<file path="config.mk">
export PLATFORM = sky130hd
export DESIGN_NAME = serial_frame_rx_ctrl_flat
export DESIGN_NICKNAME = d
export VERILOG_FILES = /design/src/rtl/serial_frame_rx_ctrl_pkg.sv /design/src/rtl/serial_frame_rx_ctrl_if.sv /design/src/rtl/serial_frame_rx_ctrl_sipo_shift_counter.sv /design/src/rtl/serial_frame_rx_ctrl.sv /design/src/flat_wrapper.sv
export SDC_FILE = /design/constraint.sdc
export NUM_CORES = 1
export LEC_CHECK = 0
export CAP_MARGIN = 15
export CORE_MARGIN = 4
export CORE_UTILIZATION = 51
export DETAILED_ROUTE_END_ITERATION = 8
export PLACE_DENSITY = 0.78
export SETUP_SLACK_MARGIN = 0.05
export SKIP_CTS_REPAIR_TIMING = 1
export SLEW_MARGIN = 25
export SYNTH_ARGS = -nofsm -noshare
export SYNTH_HDL_FRONTEND = slang
export SYNTH_HIERARCHICAL = 1
export SYNTH_SLANG_ARGS = --single-unit
</file>
<file path="constraint.sdc">
create_clock -name clk -period 2.45 [get_ports clk]
set_input_delay 0.245 -clock clk [delete_from_list [all_inputs] [get_ports clk]]
set_output_delay 0.245 -clock clk [all_outputs]
set_load 0.05 [all_outputs]
</file>
<file path="src/rtl/serial_frame_rx_ctrl_pkg.sv">
// Shared types and constants for the serial frame receiver.
package serial_frame_rx_ctrl_pkg;

  localparam int DATA_BITS = 8;
  localparam int CNT_W     = 3;

  typedef enum logic [1:0] {
    IDLE   = 2'd0,
    DATA   = 2'd1,
    PARITY = 2'd2,
    STOP   = 2'd3
  } rx_state_e;

endpackage

</file>
<file path="src/rtl/serial_frame_rx_ctrl_if.sv">
// Serial line, bit strobe and byte handshake bundle for the frame receiver.
interface serial_frame_rx_ctrl_if;
  import serial_frame_rx_ctrl_pkg::*;

  logic                 en;
  logic                 si;
  logic                 rx_ready;
  logic [DATA_BITS-1:0] rx_data;
  logic                 rx_valid;
  logic                 busy;
  logic [CNT_W-1:0]     bit_cnt;
  logic                 frame_err;
  logic                 parity_err;
  logic                 overrun;

  // Driver of the serial line and consumer of bytes.
  modport master (
    output en, si, rx_ready,
    input  rx_data, rx_valid, busy, bit_cnt, frame_err, parity_err, overrun
  );

  // The receiver itself.
  modport slave (
    input  en, si, rx_ready,
    output rx_data, rx_valid, busy, bit_cnt, frame_err, parity_err, overrun
  );

endinterface

</file>
<file path="src/rtl/serial_frame_rx_ctrl_sipo_shift_counter.sv">
// Serial-in shift register (LSB first) with a data-bit counter.
// The counter wraps 7 -> 0 on its own; carry flags the last data bit.
module sipo_shift_counter
  import serial_frame_rx_ctrl_pkg::*;
(
  input  logic                 clk,
  input  logic                 rst,
  input  logic                 clr,
  input  logic                 shift_en,
  input  logic                 si,
  output logic [DATA_BITS-1:0] shift,
  output logic [CNT_W-1:0]     cnt,
  output logic                 carry
);

  // Shift new bit into the MSB and count it; clear only resets the counter.
  // NOTE: sequential state uses non-blocking assignments so every register
  // samples pre-edge values regardless of block evaluation order.
  always_ff @(posedge clk or posedge rst) begin
    if (rst) begin
      shift <= '0;
      cnt   <= '0;
    end else if (clr) begin
      cnt   <= '0;
    end else if (shift_en) begin
      shift <= {si, shift[DATA_BITS-1:1]};
      cnt   <= cnt + CNT_W'(1);
    end
  end

  assign carry = (cnt == CNT_W'(DATA_BITS - 1));

endmodule

</file>
<file path="src/rtl/serial_frame_rx_ctrl.sv">
// Frame sequencer: start detect, eight data bits, optional parity, stop check,
// one-entry holding buffer with valid/ready, and single-cycle error pulses.
module serial_frame_rx_ctrl
  import serial_frame_rx_ctrl_pkg::*;
#(
  parameter bit PARITY_EN  = 1'b0,
  parameter bit PARITY_ODD = 1'b0
) (
  input logic                   clk,
  input logic                   rst,
  serial_frame_rx_ctrl_if.slave bus
);

  rx_state_e            state_q, state_d;
  logic                 clr, shift_en, carry;
  logic [DATA_BITS-1:0] shift;
  logic [CNT_W-1:0]     cnt;
  logic                 par_bad_q;
  logic [DATA_BITS-1:0] rx_data_q;
  logic                 rx_valid_q;
  logic                 frame_err_q, parity_err_q, overrun_q;

  logic stop_sample, frame_bad, parity_fail, good, drain, load, overrun_hit;

  sipo_shift_counter u_sipo (
    .clk      (clk),
    .rst      (rst),
    .clr      (clr),
    .shift_en (shift_en),
    .si       (bus.si),
    .shift    (shift),
    .cnt      (cnt),
    .carry    (carry)
  );

  // Next-state and datapath strobes; everything advances only on en.
  // NOTE: every output of this block gets a default first so no path
  // leaves a variable unassigned and no latch is inferred.
  always_comb begin
    state_d  = state_q;
    clr      = 1'b0;
    shift_en = 1'b0;
    case (state_q)
      IDLE: begin
        if (bus.en && !bus.si) begin
          clr     = 1'b1;
          state_d = DATA;
        end
      end
      DATA: begin
        if (bus.en) begin
          shift_en = 1'b1;
          if (carry) state_d = PARITY_EN ? PARITY : STOP;
        end
      end
      PARITY:  if (bus.en) state_d = STOP;
      STOP:    if (bus.en) state_d = IDLE;
      default: state_d = IDLE;
    endcase
  end

  // State register.
  always_ff @(posedge clk or posedge rst) begin
    if (rst) state_q <= IDLE;
    else     state_q <= state_d;
  end

  // Parity mismatch latch: cleared at start, captured on the parity bit.
  always_ff @(posedge clk or posedge rst) begin
    if (rst)                              par_bad_q <= 1'b0;
    else if (clr)                         par_bad_q <= 1'b0;
    else if (bus.en && state_q == PARITY) par_bad_q <= ((^shift) ^ bus.si) != PARITY_ODD;
  end

  // Stop-bit outcome, prioritised frame error > parity error > overrun.
  assign stop_sample = bus.en && (state_q == STOP);
  assign frame_bad   = stop_sample && !bus.si;
  assign parity_fail = stop_sample && bus.si && par_bad_q;
  assign good        = stop_sample && bus.si && !par_bad_q;
  assign drain       = rx_valid_q && bus.rx_ready;
  assign load        = good && (!rx_valid_q || drain);
  assign overrun_hit = good && rx_valid_q && !drain;

  // Holding buffer: a same-edge load wins over a drain.
  always_ff @(posedge clk or posedge rst) begin
    if (rst) begin
      rx_data_q  <= '0;
      rx_valid_q <= 1'b0;
    end else if (load) begin
      rx_data_q  <= shift;
      rx_valid_q <= 1'b1;
    end else if (drain) begin
      rx_valid_q <= 1'b0;
    end
  end

  // One-cycle error pulses, visible the cycle after the stop edge.
  always_ff @(posedge clk or posedge rst) begin
    if (rst) begin
      frame_err_q  <= 1'b0;
      parity_err_q <= 1'b0;
      overrun_q    <= 1'b0;
    end else begin
      frame_err_q  <= frame_bad;
      parity_err_q <= parity_fail;
      overrun_q    <= overrun_hit;
    end
  end

  assign bus.rx_data    = rx_data_q;
  assign bus.rx_valid   = rx_valid_q;
  assign bus.busy       = (state_q != IDLE);
  assign bus.bit_cnt    = cnt;
  assign bus.frame_err  = frame_err_q;
  assign bus.parity_err = parity_err_q;
  assign bus.overrun    = overrun_q;

endmodule

</file>
<file path="src/flat_wrapper.sv">
// flat-port wrapper written by rule: the top's interface ports become plain ports
module serial_frame_rx_ctrl_flat import serial_frame_rx_ctrl_pkg::*;
#(
  parameter bit PARITY_EN  = 1'b0,
  parameter bit PARITY_ODD = 1'b0
)
  (clk, rst, bus_en, bus_si, bus_rx_ready, bus_rx_data, bus_rx_valid, bus_busy, bus_bit_cnt, bus_frame_err, bus_parity_err, bus_overrun);
  serial_frame_rx_ctrl_if bus_i ();
  input logic clk;
  input logic rst;
  input wire logic [$bits(bus_i.en)-1:0] bus_en;
  input wire logic [$bits(bus_i.si)-1:0] bus_si;
  input wire logic [$bits(bus_i.rx_ready)-1:0] bus_rx_ready;
  output wire logic [$bits(bus_i.rx_data)-1:0] bus_rx_data;
  output wire logic [$bits(bus_i.rx_valid)-1:0] bus_rx_valid;
  output wire logic [$bits(bus_i.busy)-1:0] bus_busy;
  output wire logic [$bits(bus_i.bit_cnt)-1:0] bus_bit_cnt;
  output wire logic [$bits(bus_i.frame_err)-1:0] bus_frame_err;
  output wire logic [$bits(bus_i.parity_err)-1:0] bus_parity_err;
  output wire logic [$bits(bus_i.overrun)-1:0] bus_overrun;
  assign bus_i.en = bus_en;
  assign bus_i.si = bus_si;
  assign bus_i.rx_ready = bus_rx_ready;
  assign bus_rx_data = bus_i.rx_data;
  assign bus_rx_valid = bus_i.rx_valid;
  assign bus_busy = bus_i.busy;
  assign bus_bit_cnt = bus_i.bit_cnt;
  assign bus_frame_err = bus_i.frame_err;
  assign bus_parity_err = bus_i.parity_err;
  assign bus_overrun = bus_i.overrun;
  serial_frame_rx_ctrl #(.PARITY_EN(PARITY_EN), .PARITY_ODD(PARITY_ODD)) u_core (.clk(clk), .rst(rst), .bus(bus_i));
endmodule
</file>
# Word-level counts from Yosys, hierarchy flattened
# Cells that the tools add are included.
dict set report op_classes {
  n_bitwise 2
  n_addsub 1
  muxes 16
  eq_ne 9
  n_reduce_logical 24
}
# op count
set ops {}
lappend ops {{$logic_and 1x1->1} 11}
lappend ops {{$mux 2} 5}
lappend ops {{$mux 1} 8}
lappend ops {{$pmux 2 s4} 1}
lappend ops {{$reduce_bool 2->1} 4}
lappend ops {{$reduce_xor 8->1} 1}
lappend ops {{$mux 3} 2}
lappend ops {{$ne 2x2->1 const B} 3}
lappend ops {{$reduce_and 5->1} 1}
lappend ops {{$eq 2x2->1 const B} 2}
lappend ops {{$logic_not 1->1} 4}
lappend ops {{$ne 2x1->1 const B} 2}
lappend ops {{$add 3x1->3 const B} 1}
lappend ops {{$eq 3x3->1 const B} 1}
lappend ops {{$eq 2x1->1 const B} 1}
lappend ops {{$logic_not 2->1} 1}
lappend ops {{$reduce_and 2->1} 1}
lappend ops {{$logic_or 1x1->1} 1}
lappend ops {{$not 1->1} 1}
lappend ops {{$xor 1x1->1} 1}
dict set report word_totals {
  elab_cells 61
  reg_bits 26
  out_inout_bits 16
  in_bits 5
}

# Logic depth before layout (Yosys ltp)
dict set report depth {
  ltp_word 6
  mapped_depth 7
  ltp_nobuf 6
}

# Modules after synthesis
# The synthesis kept the hierarchy.
# mod n_inst area_each_um2 cells_each
set by_module_without_submodules {}
lappend by_module_without_submodules {serial_frame_rx_ctrl 1 747.0 61}
lappend by_module_without_submodules {sipo_shift_counter 1 498.0 30}

# Least setup slack after synthesis
# OpenSTA, ideal clock, no wires.
dict set report synth_path {
  kind {reg-to-reg}
  start {register u_core.state_q[0]}
  end {register u_core.u_sipo.shift[0]}
  setup_slack_ns 0.457
  arrival_ns 1.868
  setup_ns 0.125
  path_stages_with_launch 8
  period_less_slack_ns 1.993
  cell_sequence {dfrtp_1 > inv_1 > ha_1 > inv_1 > nor3_1 > nor2b_4 > buf_12 > mux2_4}
}
dict set report synth_between {
  elab_chain_len 4
  elab_cells_between_ends 6
  classes_between {1 x eq/ne; 2 x mux; 1 x bitwise; 2 x reduce/logical}
}
# element line_no
set synth_lines {}
lappend synth_lines {{start, declared} serial_frame_rx_ctrl.sv:14} ;# rx_state_e state_q, state_d;
lappend synth_lines {{start signal, assigned} serial_frame_rx_ctrl.sv:65} ;# else state_q <= state_d;
lappend synth_lines {{$logic_not 2->1} serial_frame_rx_ctrl.sv:43} ;# case (state_q)
lappend synth_lines {{$mux 1} serial_frame_rx_ctrl.sv:43}
lappend synth_lines {{via u_core.clr} serial_frame_rx_ctrl.sv:15} ;# logic clr, shift_en, carry;
lappend synth_lines {{$not 1->1 (no line)} n/a}
lappend synth_lines {{$reduce_and 2->1 (no line)} n/a}
lappend synth_lines {{end signal, assigned} serial_frame_rx_ctrl_sipo_shift_counter.sv:26} ;# shift <= {si, shift[DATA_BITS-1:1]};
lappend synth_lines {{end, declared} serial_frame_rx_ctrl_sipo_shift_counter.sv:11} ;# output logic [DATA_BITS-1:0] shift,
# The timed path passes the listed nets, and every way through them passes these cells.
# A chain may end at the register's enable or synchronous reset.

# Final worst setup path
dict set report layout_path {
  start {register u_core.state_q[0]}
  end {output bus_busy}
}
dict set report layout_between {
  elab_chain_len 1
}
# element line_no
set layout_lines {}
lappend layout_lines {{$reduce_bool 2->1} serial_frame_rx_ctrl.sv:112} ;# assign bus.busy = (state_q != IDLE);
lappend layout_lines {{end, declared} flat_wrapper.sv:16} ;# output wire logic [$bits(bus_i.busy)-1:0] bus_busy;
# Every way passes these cells.

==> impl_metrics.py <==
metrics = {
    "placement": {
        "globalplace.congestion": 0.725,
        "place_hpwl_mm": 1.56,
        "port_buffers": 20,
    },
    "drt": {
        "viasPerCell": 5.08,
        "vias": 727,
        "first_pass_iters": 4,
        "wl_mm": 1.98,
        "drt_iter0_drc": 5,
        "detail_route.drc_violations": 0,
        "ant_nets": 0,
        "wl_per_cell_microns": 13.9,
    },
    "grt": {
        "antenna_found_initial": 0,
        "grt_pass1_vias": 800,
        "track_usage": 0.137,
        "overflow": 0,
        "grt_pass1_wl_mm": 3.55,
        "grt_start_max_net_pins": 16,
    },
    "sta": {
        "post-route-min-period_ps": 2160,
        "finalHoldViolations": 0,
        "max_freq_ghz": 0.463,
        "skew_ps": 3.34,
        "fin_crit_sh": 0.882,
        "slew-limit-headroom": 0.621,
        "finalSetupViolations": 0,
        "setup-tns-final_ps": 0,
        "rsz0062_at_grt": "false",
        "maxSlewViolCount": 0,
        "worstMarginPinSlew_ps": 569,
    },
    "synth": {
        "synth_area_sq_um": 1240,
        "postSynthAreaPerCell_sq_um": 13.7,
        "synth_fp_nets": 102,
        "ys_warn_count": 6,
        "yosysSeqAreaShare": 0.523,
        "synthesis.instances": 91,
        "ys_types": 23,
        "synth.area.top_cells": "dfrtp_1 52%, mux2_4 9.6%, mux2_2 8.1%",
        "synth.top_cell.area_share": 0.523,
        "yosysTopAreaCell": "dfrtp_1",
        "ys_ff_latch": 26,
    },
    "floorplanning": {
        "core_area_sq_um": 2280,
        "die_w_microns": 57.4,
        "num_rows": 17,
        "initial_core_util": 0.547,
        "dieHeight_microns": 57.4,
        "top_level_ports": 21,
        "die-area_sq_um": 3300,
    },
    "cells_and_area": {
        "layout_commonest_cell": "dfrtp_1",
        "areaGrowthSynthToFinish_pct": 20.3,
        "num-fill-cells": 178,
        "final_util": 0.658,
        "diodes": 0,
        "fin_nets": 128,
        "drive_gt1_frac": 0.217,
        "final_cell_mix": "26 x dfrtp_1, 20 x clkdlybuf4s50_1, 9 x mux2_2",
    },
    "worst_setup_path": {
        "cp_top_family": "buffers and inverters",
        "end_kind": "output pin",
        "start_kind": "register",
        "required_ps": 2200,
        "critical_path.most_common_cell": "inv_1",
        "slowest_stage": "clkdlybuf4s50_1",
        "critPathMaxFanout": 3,
        "cp.arrival_ps": 1920,
        "max_stage_delay_ps": 800,
        "critical_path_class": "register to output pin",
        "crit_buf_inv": 3,
        "path_cells": "inv_1 > ha_1 > inv_1 > clkdlybuf4s50_1",
    },
    "worst_hold_path": {
        "hold_class": "input port to asynchronous set/reset pin",
    },
    "clock_tree": {
        "cts_root_buf": "clkbuf_4",
        "insertion_delay_ps": 300,
        "cts_tree": "yes",
        "cts_max_level": 1,
        "path_clk_slew_ps": 120,
        "clock_tree.buffer_depth": 2,
        "clock-sinks": 26,
        "numCtsBuffers": 3,
    },
    "run_status": {
        "status": "completed",
    },
    "job": {
        "cap_violations": 0,
    },
}
==> path summary, 6_finish.rpt <==
path                                           to                  start  slack [ps]  depth (start not counted)
min in group clk            u_core/bus.rx_data[4]  u_core/bus.rx_data[4]         520                          1
max in group asynchronous     u_core/bus.rx_valid                    rst        1770                          2
max                                      bus_busy      u_core/state_q[0]         290                          4
max reg2reg                u_core/u_sipo/shift[5]      u_core/state_q[0]         680                          7
min                          u_core/u_sipo/cnt[1]                    rst         250                          2
min reg2reg                 u_core/bus.rx_data[4]  u_core/bus.rx_data[4]         520                          1
==> synthesized netlist by cell type, drive strengths merged <==
library cell,instances
nor2b,2
o31ai,1
dfrtp,26
buf,2
inv,7
nor2,6
nor3,2
nand2b,1
xnor3,1
mux2,17
and4,1
nand4b,1
o21ai,2
mux2i,3
and2b,1
xnor2,5
xor2,2
nand2,4
o221ai,1
ha,6
==> cell type report <==
class	count	area, sq um	share of cell area
Timing Repair Buffer	23	223	0.149
Inverter	7	26.3	0.0175
Clock buffer	3	22.5	0.0150
Tap cell	28	35.0	0.0234
Sequential cell	26	651	0.434
Multi-Input combinational cell	56	541	0.361
==> flip-flops by register name, summed over array words and instances (netlist names) <==
| signal | count |
|---|---|
| u_core/bus.frame_err | 1 |
| u_core/bus.overrun | 1 |
| u_core/bus.parity_err | 1 |
| u_core/bus.rx_data | 8 |
| u_core/bus.rx_valid | 1 |
| u_core/par_bad_q | 1 |
| u_core/state_q | 2 |
| u_core/u_sipo/cnt | 3 |
| u_core/u_sipo/shift | 8 |
==> routing by layer <==
layer / vias to the layer above / GRT usage / wire [microns] / part of all wire
li1: 351 / - / - / -
met1: 363 / 0.175 / 867 / 0.44
met2: 11 / 0.231 / 1030 / 0.52
met3: 2 / 0.0226 / 65 / 0.033
met4: 0 / 0.0497 / 17 / 0.0086
met5: - / 0 / 0 / 0
==> kinds of logic (layout without fill, tap and decap cells) <==
logic type,after synthesis,in the layout,share of synthesized area
buffers and inverters,9,33,0.0432
xor gates and xnor gates,8,8,0.0673
muxes,20,20,0.202
adders and majority gates,6,6,0.0603
DFF,26,26,0.523
and+or+nand+nor,18,18,0.0794
AOI/OAI and AO/OA,4,4,0.0251
==> worst reg2reg max path, delay by kind of cell (launching register included) <==
kind                       cells  cell delay, ps
muxes                          1             340
adders and majority gates      1             230
DFF                            1             410
buffers and inverters          3             340
and+or+nand+nor                2             360
==> per-stage QoR <==
step           setup WS, ps  instances  instance area, sq um  hold slack, ps
6_report                290        143                  1500             250
5_1_grt                 169        143                  1500             253
4_1_cts                 272        143                  1500             253
3_5_place_dp            566        140                  1480             494
3_3_place_gp            597        140                  1480             489
2_1_floorplan           457         91                  1240            97.4
Power is not shown: default switching activity piles up to over one toggle a cycle in this logic, so the estimate is an artifact.
